===== config.mk =====
export PLATFORM = sky130hd
export DESIGN_NAME = juego_led_control
export DESIGN_NICKNAME = d
export VERILOG_FILES = /design/src/rtl/juego_led_pkg.sv /design/src/rtl/juego_led_lfsr.sv /design/src/rtl/juego_led_control.sv
export SDC_FILE = /design/constraint.sdc
export NUM_CORES = 1
export LEC_CHECK = 0
export CORE_ASPECT_RATIO = 1.25
export CORE_MARGIN = 4
export CORE_UTILIZATION = 55
export CTS_CLUSTER_DIAMETER = 100
export DETAILED_ROUTE_END_ITERATION = 10
export DONT_BUFFER_PORTS = 1
export PLACE_DENSITY = 0.75
export SYNTH_ARGS = -nofsm -noshare
export SYNTH_HDL_FRONTEND = slang
export SYNTH_SLANG_ARGS = --single-unit
export TNS_END_PERCENT = 10

===== constraint.sdc =====
create_clock -name clock1k -period 2.4 [get_ports clock1k]
set_input_delay 0.12 -clock clock1k [delete_from_list [all_inputs] [get_ports clock1k]]
set_output_delay 0.12 -clock clock1k [all_outputs]
set_load 0.1 [all_outputs]

===== src/rtl/juego_led_pkg.sv =====
// Shared definitions for the LED reaction game: state encodings,
// LFSR seed/taps, level ceiling and window-length helper.
package juego_led_pkg;

    typedef enum logic [2:0] {
        S_IDLE = 3'd0,
        S_ARM  = 3'd1,
        S_SHOW = 3'd2,
        S_HIT  = 3'd3,
        S_MISS = 3'd4,
        S_GAP  = 3'd5,
        S_OVER = 3'd6
    } state_e;

    localparam logic [7:0] LFSR_SEED = 8'hA5;
    // taps 8,6,5,4 of x^8+x^6+x^5+x^4+1 (maximal length)
    localparam logic [7:0] LFSR_TAPS = 8'b1011_1000;
    localparam logic [1:0] LVL_MAX   = 2'd3;
    localparam int         NUM_LEDS  = 4;

    function automatic logic [15:0] win_len(
        input logic [15:0] base,
        input logic [1:0]  lvl
    );
        logic [15:0] w;
        w = base >> lvl;
        return (w == 16'd0) ? 16'd1 : w;
    endfunction

endpackage


===== src/rtl/juego_led_lfsr.sv =====
// 8-bit Fibonacci LFSR, synchronous reset to the shared seed.
// Only the two low bits are exported as the random LED pick.
module juego_led_lfsr
    import juego_led_pkg::*;
(
    input  logic       clk,
    input  logic       rst,
    input  logic       en,
    output logic [1:0] rnd
);

    logic [7:0] lfsr_q;
    logic [7:0] lfsr_d;

    always_comb begin
        lfsr_d = lfsr_q;
        if (en) begin
            lfsr_d = {lfsr_q[6:0], ^(lfsr_q & LFSR_TAPS)};
        end
    end

    always_ff @(posedge clk) begin
        if (rst) begin
            lfsr_q <= LFSR_SEED;
        end else begin
            lfsr_q <= lfsr_d;
        end
    end

    assign rnd = lfsr_q[1:0];

endmodule


===== src/rtl/juego_led_control.sv =====
// LED reaction game sequencer: target pick, response window, scoring, lives.
// Define JUEGO_LED_HISCORE_EN to keep a best-score register across games.
module juego_led_control
    import juego_led_pkg::*;
#(
    parameter int SHOW_MS   = 500,
    parameter int GAP_MS    = 200,
    parameter int MAX_LIVES = 3,
    parameter int SCORE_W   = 8,
    parameter int HITS_LVL  = 4
) (
    input  logic                clock1k,
    input  logic                reset,
    input  logic                start,
    input  logic                impulso,
    output logic [NUM_LEDS-1:0] leds,
    output logic [1:0]          NumLEDs,
    output logic [SCORE_W-1:0]  score,
    output logic [1:0]          lives,
    output logic                game_over,
    output logic                busy,
    output logic [SCORE_W-1:0]  hiscore
);

    localparam logic [15:0]        SHOW_BASE = 16'(SHOW_MS);
    localparam logic [15:0]        GAP_LOAD  = 16'(GAP_MS - 1);
    localparam logic [1:0]         LIVES_LD  = 2'(MAX_LIVES);
    localparam logic [7:0]         RUN_LAST  = 8'(HITS_LVL - 1);
    localparam logic [SCORE_W-1:0] SCORE_ONE = SCORE_W'(1);

    state_e              state_q, state_d;
    logic [15:0]         tmr_q, tmr_d;
    logic [1:0]          tgt_q, tgt_d;
    logic [1:0]          lvl_q, lvl_d;
    logic [SCORE_W-1:0]  score_q, score_d;
    logic [1:0]          lives_q, lives_d;
    logic [7:0]          run_q, run_d;
    logic [1:0]          rnd;

    juego_led_lfsr u_lfsr (
        .clk (clock1k),
        .rst (reset),
        .en  (1'b1),
        .rnd (rnd)
    );

    always_comb begin
        state_d = state_q;
        tmr_d   = tmr_q;
        tgt_d   = tgt_q;
        lvl_d   = lvl_q;
        score_d = score_q;
        lives_d = lives_q;
        run_d   = run_q;
        unique case (state_q)
            S_IDLE, S_OVER: begin
                if (start) begin
                    state_d = S_ARM;
                    score_d = '0;
                    lives_d = LIVES_LD;
                    lvl_d   = 2'd0;
                    run_d   = 8'd0;
                end
            end
            S_ARM: begin
                // never light the same LED twice in a row
                tgt_d   = (rnd == tgt_q) ? rnd + 2'd1 : rnd;
                tmr_d   = win_len(SHOW_BASE, lvl_q) - 16'd1;
                state_d = S_SHOW;
            end
            S_SHOW: begin
                if (impulso) begin
                    state_d = S_HIT;
                end else if (tmr_q == 16'd0) begin
                    state_d = S_MISS;
                end else begin
                    tmr_d = tmr_q - 16'd1;
                end
            end
            S_HIT: begin
                if (score_q != '1) begin
                    score_d = score_q + SCORE_ONE;
                end
                if (run_q == RUN_LAST) begin
                    run_d = 8'd0;
                    if (lvl_q != LVL_MAX) begin
                        lvl_d = lvl_q + 2'd1;
                    end
                end else begin
                    run_d = run_q + 8'd1;
                end
                tmr_d   = GAP_LOAD;
                state_d = S_GAP;
            end
            S_MISS: begin
                run_d   = 8'd0;
                lives_d = lives_q - 2'd1;
                if (lives_q == 2'd1) begin
                    state_d = S_OVER;
                end else begin
                    tmr_d   = GAP_LOAD;
                    state_d = S_GAP;
                end
            end
            S_GAP: begin
                if (tmr_q == 16'd0) begin
                    state_d = S_ARM;
                end else begin
                    tmr_d = tmr_q - 16'd1;
                end
            end
            default: begin
                state_d = S_IDLE;
            end
        endcase
    end

    always_ff @(posedge clock1k) begin
        if (reset) begin
            state_q <= S_IDLE;
            tmr_q   <= '0;
            tgt_q   <= '0;
            lvl_q   <= '0;
            score_q <= '0;
            lives_q <= '0;
            run_q   <= '0;
        end else begin
            state_q <= state_d;
            tmr_q   <= tmr_d;
            tgt_q   <= tgt_d;
            lvl_q   <= lvl_d;
            score_q <= score_d;
            lives_q <= lives_d;
            run_q   <= run_d;
        end
    end

`ifdef JUEGO_LED_HISCORE_EN
    logic [SCORE_W-1:0] hi_q, hi_d;

    // latch the final score on the MISS that ends the game
    always_comb begin
        hi_d = hi_q;
        if (state_q == S_MISS && lives_q == 2'd1 && score_q > hi_q) begin
            hi_d = score_q;
        end
    end

    always_ff @(posedge clock1k) begin
        if (reset) begin
            hi_q <= '0;
        end else begin
            hi_q <= hi_d;
        end
    end

    assign hiscore = hi_q;
`else
    assign hiscore = '0;
`endif

    always_comb begin
        leds = '0;
        unique case (state_q)
            S_SHOW:  leds = NUM_LEDS'(1) << tgt_q;
            S_OVER:  leds = '1;
            default: leds = '0;
        endcase
    end

    assign busy      = (state_q == S_ARM)  || (state_q == S_SHOW) ||
                       (state_q == S_HIT)  || (state_q == S_MISS) ||
                       (state_q == S_GAP);
    assign game_over = (state_q == S_OVER);
    assign NumLEDs   = lvl_q;
    assign score     = score_q;
    assign lives     = lives_q;

endmodule

==> reports/qor.csv, run 1 <==
stage,metric,value,unit
power,Int Power,0.00218,W
floorplan,die area,6740,um2
clock_network,clock-pin slew of the registers on the worst-case setup and hold paths,0.10,ns
power,LEAKAGE,1.44,nW
floorplan,num rows,29,
route,Final ANT Viol Nets,0,
finish,fin area,3630,um2
place,Port Buffers,0,
grt,initial antenna violation count,0,
clock_network,CTS buffer count,5,
power,combinational share of power,62.4,%
finish,"commonest non-fill, non-tap cell in the layout",buf_4,
floorplan,Die Y,90.8,um
power,P_sw,0.00202,W
timing,Worst Skew,0.00999,ns
finish,final net count,446,
power,switch share,48.2,%
min_path,Hold Path Class,in2reg,
timing,Tcrit/Tclk final,99.3,%
job,Max-Cap Viols,0,
yosys,share of the synthesized area in the top cell type,32.5,%
route,vias per inst,6.12,
clock_network,worst skew pair latency,0.31,ns
route,via count,3042,
yosys,syn_area_per_cell,7.79,um2
worst_setup_path,Setup CP Type,reg2reg,
route,DRC errors left,0,
floorplan,Initial Util,58.1,%
timing,minimum clock period,2.38,ns
finish,Layout area overhead,20.6,%
place,placed insts,486,
power,Pwr per Cell Area,1160,nW/um2
yosys,"area leader, netlist",dfxtp_1,
yosys,"top cells by area, synth","dfxtp_1 (33%), nor2_1 (6.8%), nand2_1 (4.1%)",
route,Avg WL per Cell,16.3,um
yosys,Gate Count Post-Synth,387,
timing,RSZ-0062 raised after global routing,yes,
finish,Layout fillers,427,
finish,Diodes inserted,0,
timing,final hold vios,0,
worst_setup_path,worst-case reg-to-reg path depth,10,
power,Max VDD drop,0.580,mV
place,DP Wirelength,5940,um
grt,total congestion overflow,0,
yosys,number of flops mapped to enable cells by yosys,0,
grt,vias in the first global route,2955,
route,DRT Wirelength,8100,um
power,Sequential Power Share,25.4,%
floorplan,I/O pin count,30,
yosys,#FFs+latches synth,49,
yosys,synth warn,0,
timing,fmax,420,MHz
floorplan,die width,74.2,um
clock_network,CTS tree,yes,
clock_network,clock root buffer,clkbuf_8,
grt,first-pass GRT wire length,13300,um
timing,endpoints failing setup,0,
yosys,count of cell types in the netlist,62,
timing,Slew HR,33.1,%
worst_setup_path,CP Data Arrival Time,2.59,ns
grt,largest net degree at the start of global routing,25,
yosys,Post-synth ARST share,0,%
yosys,top_reg_cell synth,dfxtp_1,
worst_setup_path,Worst Path Max Fanout,4,
yosys,register area share after synthesis,32.5,%
yosys,post-synthesis cell area,3010,um2
timing,count of pins over their slew limit,0,
floorplan,core area,5190,um2
power,Clock Power Share,12.2,%
clock_network,CTS sink count,49,
route,DR iter-0 viols,136,
clock_network,CTS H-tree lvls,2,
route,first drt pass iteration count,5,
finish,fin cells,497,
place,Placed Instance Area,3470,um2
place,gpl congestion,0.959,
grt,GRT Overall Usage,24.7,%
worst_setup_path,kind of end point of the critical path,flop,
finish,most frequent cells in the layout,"buf_4 (53), nor2_1 (49), dfxtp_1 (43), nand2_1 (31), nand3_1 (21)",
min_path,hold path cells,3,
clock_network,CTS max path bufs,2,
timing,Worst-Margin Slew,1.00,ns
run_status,outcome,"complete, no violations",
worst_setup_path,worst path required time,2.61,ns
worst_setup_path,crit start category,flop,
finish,share of cells above drive strength 1,23.9,%
-- power groups by stage --
stage	combinational (W)	sequential (W)	clock (W)
finish	0.00262	0.00107	0.000513
global route	0.00282	0.00108	0.000560
CTS	0.00253	0.00106	0.000525
detailed placement	0.00249	0.00108	0
global placement	0.00244	0.00107	0
floorplan	0.00164	0.00117	0
-- worst max-delay path, cell delays in order, from the launching register on --
cell	delay [ns]
dfxtp_2	0.35
and2b_2	0.25
o32a_4	0.40
nand2_4	0.09
ha_4	0.15
nand2b_4	0.06
nor4_4	0.30
nand4_2	0.16
buf_4	0.18
o31ai_1	0.28
o21ai_2	0.08
-- per-stage QoR --
stage | power, W | TNS [ns] | hold slack (ns) | utilization, % | setup WS (ns)
floorplan | 0.00281 | -0.887 | 0.309 | - | -0.134
global placement | 0.00351 | 0 | 0.189 | 66.8 | 0.00337
CTS | 0.00412 | 0 | 0.0343 | 69.0 | 0.00376
finish | 0.00420 | 0 | 0.0225 | 70.1 | 0.0178
detailed placement | 0.00356 | -0.139 | 0.192 | 66.8 | -0.0639
global route | 0.00446 | -0.140 | 0.0359 | 70.1 | -0.0974
-- Yosys cell counts (5+ instances only) --
cell type and count:
nand2_1 33, nand4_1 6, a21oi_1 20, dfxtp_1 49, nand2b_1 8, or2_2 5, nor2b_1 6, buf_2 5
nor2_1 55, ha_1 8, clkbuf_1 8, o21ai_0 20, inv_1 12, nand3_1 22, o211ai_1 8, xnor2_1 10
xor2_1 8, nor3_1 14, buf_4 10
-- registers in the layout, summed over array words and instances, names as in the netlist --
signal and cells:
tmr_q 16, score 8, run_q 8, state_q 3
u_lfsr.lfsr_q 8, NumLEDs 2, lives 2, tgt_q 2
-- cell families after synthesis --
kind of cell	after synthesis	synth area share [%]
AOI/OAI and AO/OA	90	20.7
xor gates and xnor gates	18	5.23
adders and majority gates	8	3.32
buffers and inverters	35	5.81
DFF	49	32.5
muxes	3	0.996
other	1	0.124
and+or+nand+nor	183	31.3
-- layer usage --
metal | routed length [um] | share of wire [%] | GRT usage [%]
met3 | 503 | 6.2 | 4.57
met5 | 0 | 0 | 0
met1 | 3190 | 39 | 27.9
met4 | 369 | 4.6 | 13.1
met2 | 4030 | 50 | 42.5
-- path summary, 6_finish.rpt --
path                                  startpoint                to  slack, ns
worst max-delay path                  state_q[2]         tmr_q[12]       0.02
worst max register to register        state_q[2]         tmr_q[12]       0.02
worst min register to register  u_lfsr.lfsr_q[6]  u_lfsr.lfsr_q[7]       0.43
worst min-delay path                       reset         tmr_q[15]       0.02
-- area by class of cell --
cell class	count	area, um2	area share [%]
inverters	12	47.5	1.31
repair buffers	56	430	11.8
flip-flops and latches	49	996	27.4
clock inverters	3	23.8	0.654
multi-input cells	310	1990	54.8
clock buffers	5	68.8	1.89
well taps	62	77.6	2.13
-- repair_timing --
| item | CTS | global route |
|---|---|---|
| endpoints found under the setup margin | 3 | 12 |
| gates cloned | 0 | 0 |
| pin swaps | 2 | 10 |
| resized for setup | 4 | 12 |
| setup buffers | 1 | 1 |
| hold buffers | 1 | 0 |
| hold endpoints to repair | 24 | 0 |
(Power assumes the default switching activity.)
==> run 2, diff against run 1 <==
--- a/config.mk
+++ b/config.mk
@@ -7,11 +7,11 @@
 export LEC_CHECK = 0
 export CORE_ASPECT_RATIO = 1.25
 export CORE_MARGIN = 4
-export CORE_UTILIZATION = 55
+export CORE_UTILIZATION = 45
 export CTS_CLUSTER_DIAMETER = 100
 export DETAILED_ROUTE_END_ITERATION = 10
 export DONT_BUFFER_PORTS = 1
-export PLACE_DENSITY = 0.75
+export PLACE_DENSITY = 0.64
 export SYNTH_ARGS = -nofsm -noshare
 export SYNTH_HDL_FRONTEND = slang
 export SYNTH_SLANG_ARGS = --single-unit
==> reports/qor.csv, run 2 (synthesis results as in run 1) <==
stage,metric,value,unit
run_status,outcome,"complete, no violations",
worst_setup_path,crit start category,flop,
worst_setup_path,RR Endpoint,tmr_q[12],
grt,total congestion overflow,0,
finish,final net count,450,
route,vias per inst,5.64,
grt,GRT Overall Usage,21.8,%
min_path,Hold EP,state_q[0],
clock_network,CTS sink count,49,
worst_setup_path,Max stage delay on crit path,0.50,ns
finish,"commonest non-fill, non-tap cell in the layout",buf_4,
route,via count,2965,
floorplan,Die Y,99.5,um
min_path,hold path cells,2,
clock_network,CTS buffer count,5,
min_path,Hold Path Class,in2reg,
timing,fmax,422,MHz
route,first drt pass iteration count,4,
worst_setup_path,Slowest cell on crit path,or4_4,
job,Max-Cap Viols,0,
floorplan,Initial Util,46.2,%
route,Final ANT Viol Nets,0,
place,DP Wirelength,6160,um
finish,Layout fillers,651,
worst_setup_path,worst-case reg-to-reg path depth,9,
worst_setup_path,worst path required time,2.65,ns
timing,Final Worst Setup Slack,0.0330,ns
grt,first-pass GRT wire length,14000,um
place,Placed Instance Area,3530,um2
finish,most frequent cells in the layout,"buf_4 (59), nor2_1 (49), dfxtp_1 (43), nand2_1 (31), nand3_1 (22)",
worst_setup_path,CP cell instances,and2b_2 > o32a_4 > nand2_4 > ha_4 > nand2b_4 > nor4_4 > nand2_1 > or4_4 > o21ai_2,
clock_network,worst skew pair latency,0.31,ns
timing,endpoints failing setup,0,
worst_setup_path,CP bufs+invs,0,
timing,Slew HR,31.9,%
floorplan,I/O pin count,30,
route,Avg WL per Cell,15.7,um
floorplan,num rows,33,
worst_setup_path,kind of end point of the critical path,flop,
finish,post-layout util,56.4,%
timing,minimum clock period,2.37,ns
worst_setup_path,crit path from,state_q[2],
finish,Diodes inserted,0,
power,Pwr per Cell Area,1130,nW/um2
floorplan,die area,8080,um2
place,gpl congestion,0.902,
clock_network,CTS tree,yes,
finish,Multi-input gate area,1990,um2
route,DRT Wirelength,8260,um
timing,final hold slack,0.0392,ns
finish,fin area,3680,um2
floorplan,die width,81.2,um
grt,largest net degree at the start of global routing,25,
place,Port Buffers,0,
clock_network,CTS max path bufs,2,
timing,final hold vios,0,
grt,vias in the first global route,2953,
power,Max VDD drop,0.530,mV
worst_setup_path,Worst Path Max Fanout,5,
finish,share of cells above drive strength 1,24.4,%
route,DRC errors left,0,
clock_network,clock-pin slew of the registers on the worst-case setup and hold paths,0.10,ns
worst_setup_path,Top delay family on crit path,simple AND/OR/NAND/NOR gates,
finish,register area,996,um2
worst_setup_path,internal reg-to-reg setup slack,0.03,ns
worst_setup_path,Setup CP Type,reg2reg,
timing,Tcrit/Tclk final,98.6,%
timing,count of pins over their slew limit,0,
floorplan,core area,6520,um2
route,DR iter-0 viols,167,
clock_network,clock root buffer,clkbuf_8,
power,LEAKAGE,1.45,nW
place,pre-CTS WS,-0.0501,ns
finish,Layout area overhead,22.1,%
worst_setup_path,reg2reg start,state_q[2],
timing,RSZ-0062 raised after global routing,yes,
finish,max reg flops,16,
min_path,Worst Hold Launch,reset,
clock_network,CTS H-tree lvls,2,
grt,initial antenna violation count,0,
worst_setup_path,CP Data Arrival Time,2.62,ns
finish,Largest Register,tmr_q,
timing,Worst-Margin Slew,1.02,ns
timing,Worst Skew,0.00791,ns
run 2: worst max-delay path by stage:
| stage | to | slack (ns) | cells past startpoint |
|---|---|---|---|
| 6_report | tmr_q[12] | 0.03 | 9 |
| 4_1_cts | tmr_q[14] | 0.009 | 9 |
| 5_1_grt | tmr_q[12] | -0.12 | 9 |
| 3_3_place_gp | tmr_q[14] | -0.001 | 9 |
| 2_1_floorplan | tmr_q[14] | -0.13 | 10 |
| 3_5_place_dp | tmr_q[14] | -0.05 | 9 |
run 2: area by class of cell:
cell class / count / area share (%)
well taps: 87 / 2.96
multi-input cells: 310 / 54.0
clock inverters: 3 / 0.544
inverters: 12 / 1.29
clock buffers: 5 / 1.87
repair buffers: 60 / 12.3
flip-flops and latches: 49 / 27.1
run 2: power breakdown:
| part | switching, W | internal [W] | total, W |
|---|---|---|---|
| sequential | 0.000117 | 0.000946 | 0.00106 |
| clock | 0.000298 | 0.000208 | 0.000507 |
| combinational | 0.00159 | 0.00101 | 0.00259 |
run 2: metal layers:
| metal | routed length (um) | track usage, % | vias to the layer above | share of wire, % |
|---|---|---|---|---|
| li1 | - | - | 1479 | - |
| met4 | 240 | 8.84 | 0 | 2.9 |
| met2 | 4310 | 38.7 | 62 | 52 |
| met1 | 3410 | 25.4 | 1405 | 41 |
| met3 | 302 | 3.71 | 19 | 3.7 |
| met5 | 0 | 0 | - | 0 |
run 2: per-stage QoR:
stage                     total power [W]  std cells  setup TNS, ns
after CTS                         0.00411        524              0
after detailed placement          0.00358        515        -0.0721
final                             0.00416        526              0
after global placement            0.00355        515       -0.00142
after global routing              0.00444        526         -0.286
after floorplan                   0.00281        394         -0.887
run 2: what timing repair did:
item / 4_1_cts / 5_1_grt
setup buffers: 0 / 2
resized for setup: 3 / 10
hold buffers: 1 / 0
setup endpoints to repair: 3 / 5
hold endpoints to repair: 24 / 0
pin swaps: 2 / 7
==> run 3, diff against run 2 <==
--- a/config.mk
+++ b/config.mk
@@ -12,6 +12,7 @@
 export DETAILED_ROUTE_END_ITERATION = 10
 export DONT_BUFFER_PORTS = 1
 export PLACE_DENSITY = 0.64
+export RECOVER_POWER = 100
 export SYNTH_ARGS = -nofsm -noshare
 export SYNTH_HDL_FRONTEND = slang
 export SYNTH_SLANG_ARGS = --single-unit
==> reports/qor.csv, run 3 (synthesis results as in run 1) <==
stage,metric,value,unit
clock_network,CTS H-tree lvls,2,
worst_setup_path,internal reg-to-reg setup slack,0.03,ns
place,pre-CTS WS,-0.0501,ns
grt,total congestion overflow,0,
place,DP Wirelength,6160,um
floorplan,die area,8080,um2
power,combinational share of power,62.2,%
timing,final hold vios,0,
power,Sequential Power Share,25.6,%
finish,Diodes inserted,0,
worst_setup_path,crit start category,flop,
finish,Largest Register,tmr_q,
route,Final ANT Viol Nets,0,
floorplan,die width,81.2,um
grt,initial antenna violation count,0,
clock_network,worst skew pair latency,0.30,ns
power,total power draw,0.00412,W
power,Int Power,0.00212,W
place,placed insts,515,
grt,GRT Overall Usage,21.8,%
route,DRT Wirelength,8240,um
timing,Worst-Margin Slew,1.36,ns
finish,final net count,450,
timing,endpoints failing setup,0,
timing,Tcrit/Tclk final,98.7,%
power,Pwr per Cell Area,1140,nW/um2
clock_network,CTS max path bufs,2,
grt,vias in the first global route,2953,
route,DR iter-0 viols,184,
worst_setup_path,CP Data Arrival Time,2.62,ns
route,vias per inst,5.64,
worst_setup_path,Top delay family on crit path,simple AND/OR/NAND/NOR gates,
power,switch share,48.5,%
grt,GR Util met1,25.4,%
worst_setup_path,CP bufs+invs,0,
clock_network,CTS buffer count,5,
power,LEAKAGE,1.40,nW
min_path,Hold Path Class,in2reg,
place,Port Buffers,0,
run_status,outcome,"complete, no violations",
worst_setup_path,Setup CP Type,reg2reg,
grt,grt peak-use layer,met2,
finish,fin cells,526,
min_path,hold path cells,2,
route,Avg WL per Cell,15.7,um
clock_network,clock-pin slew of the registers on the worst-case setup and hold paths,0.10,ns
floorplan,Initial Util,46.2,%
place,gpl congestion,0.902,
finish,share of cells above drive strength 1,21.2,%
power,P_sw,0.00200,W
finish,max reg flops,16,
route,via count,2966,
timing,Final Worst Setup Slack,0.0323,ns
floorplan,Die Y,99.5,um
grt,met3 Use GR,3.71,%
finish,most frequent cells in the layout,"nor2_1 (49), dfxtp_1 (45), buf_4 (41), nand2_1 (31), nand3_1 (22)",
worst_setup_path,Max stage delay on crit path,0.50,ns
finish,Layout area overhead,19.9,%
timing,Slew HR,9.48,%
worst_setup_path,Slowest cell on crit path,or4_4,
timing,fmax,422,MHz
power,Max VDD drop,0.528,mV
grt,largest net degree at the start of global routing,25,
worst_setup_path,CP cell instances,and2b_2 > o32a_4 > nand2_4 > ha_4 > nand2b_4 > nor4_4 > nand2_1 > or4_4 > o21ai_2,
worst_setup_path,worst-case reg-to-reg path depth,9,
job,Max-Cap Viols,0,
worst_setup_path,kind of end point of the critical path,flop,
finish,"commonest non-fill, non-tap cell in the layout",nor2_1,
worst_setup_path,worst path required time,2.65,ns
timing,minimum clock period,2.37,ns
timing,count of pins over their slew limit,0,
worst_setup_path,Stages on worst setup path,9,
timing,Worst Skew,0.00778,ns
clock_network,clock root buffer,clkbuf_8,
floorplan,I/O pin count,30,
power,Clock Power Share,12.2,%
floorplan,num rows,33,
route,first drt pass iteration count,4,
route,DRC errors left,0,
timing,RSZ-0062 raised after global routing,yes,
floorplan,core area,6520,um2
worst_setup_path,Worst Path Max Fanout,5,
grt,first-pass GRT wire length,14000,um
clock_network,CTS sink count,49,
finish,Layout fillers,670,
grt,met2 Use GR,38.7,%
clock_network,CTS tree,yes,
-- run 3: cell count changes in the layout (fill, tap and decap cells not counted), sizes merged --
cell	before	now
clkbuf	5	23
buf	59	41
-- run 3: power by group through the flow --
stage	clock (W)	sequential [W]	combinational, W
detailed placement	0	0.00107	0.00252
finish	0.000503	0.00106	0.00256
global route	0.000556	0.00108	0.00277
CTS	0.000522	0.00105	0.00254
global placement	0	0.00107	0.00249
floorplan	0	0.00117	0.00164
-- run 3: path summary, 6_finish.rpt --
path,start,endpoint
max,state_q[2],tmr_q[12]
min,reset,state_q[0]
max reg2reg,state_q[2],tmr_q[12]
min reg2reg,u_lfsr.lfsr_q[6],u_lfsr.lfsr_q[7]
-- run 3: worst register-to-register path: stages (launching register included) --
cell and delay (ns):
dfxtp_2 0.36, and2b_2 0.24, o32a_4 0.39, nand2_4 0.09, ha_4 0.15, nand2b_4 0.06, nor4_4 0.29, nand2_1 0.11
or4_4 0.50, o21ai_2 0.13
-- run 3: through the flow --
| step | cell area, um2 | utilization, % | setup TNS, ns | hold WS [ns] |
|---|---|---|---|---|
| 5_1_grt | 3610 | 55.4 | -0.397 | 0.0214 |
| 3_5_place_dp | 3530 | 54.1 | -0.0721 | 0.192 |
| 2_1_floorplan | 3110 | - | -0.887 | 0.309 |
| 6_report | 3610 | 55.4 | 0 | 0.0450 |
| 4_1_cts | 3630 | 55.7 | 0 | 0.0260 |
| 3_3_place_gp | 3530 | 54.1 | -0.00142 | 0.192 |
-- run 3: layout make-up --
cell class / count / area [um2] / share of cell area [%]
Clock buffer: 5 / 68.8 / 1.90
Sequential cell: 49 / 991 / 27.4
Timing Repair Buffer: 60 / 393 / 10.9
Multi-Input combinational cell: 310 / 1990 / 54.9
Tap cell: 87 / 109 / 3.01
Clock inverter: 3 / 20.0 / 0.554
Inverter: 12 / 47.5 / 1.32
-- run 3: routing by layer --
metal	part of all wire (%)	up-vias	wire, um
li1	-	1477	-
met5	0	-	0
met2	52	68	4260
met4	3.1	0	256
met3	4.3	21	355
met1	41	1400	3360
-- run 3: timing repair --
| action | 4_1_cts | 5_1_grt |
|---|---|---|
| hold buffers | 1 | 0 |
| resized for setup | 3 | 10 |
| setup buffers | 0 | 2 |
| pin swaps | 2 | 7 |
| hold endpoints to repair | 24 | 0 |
| endpoints found under the setup margin | 3 | 5 |
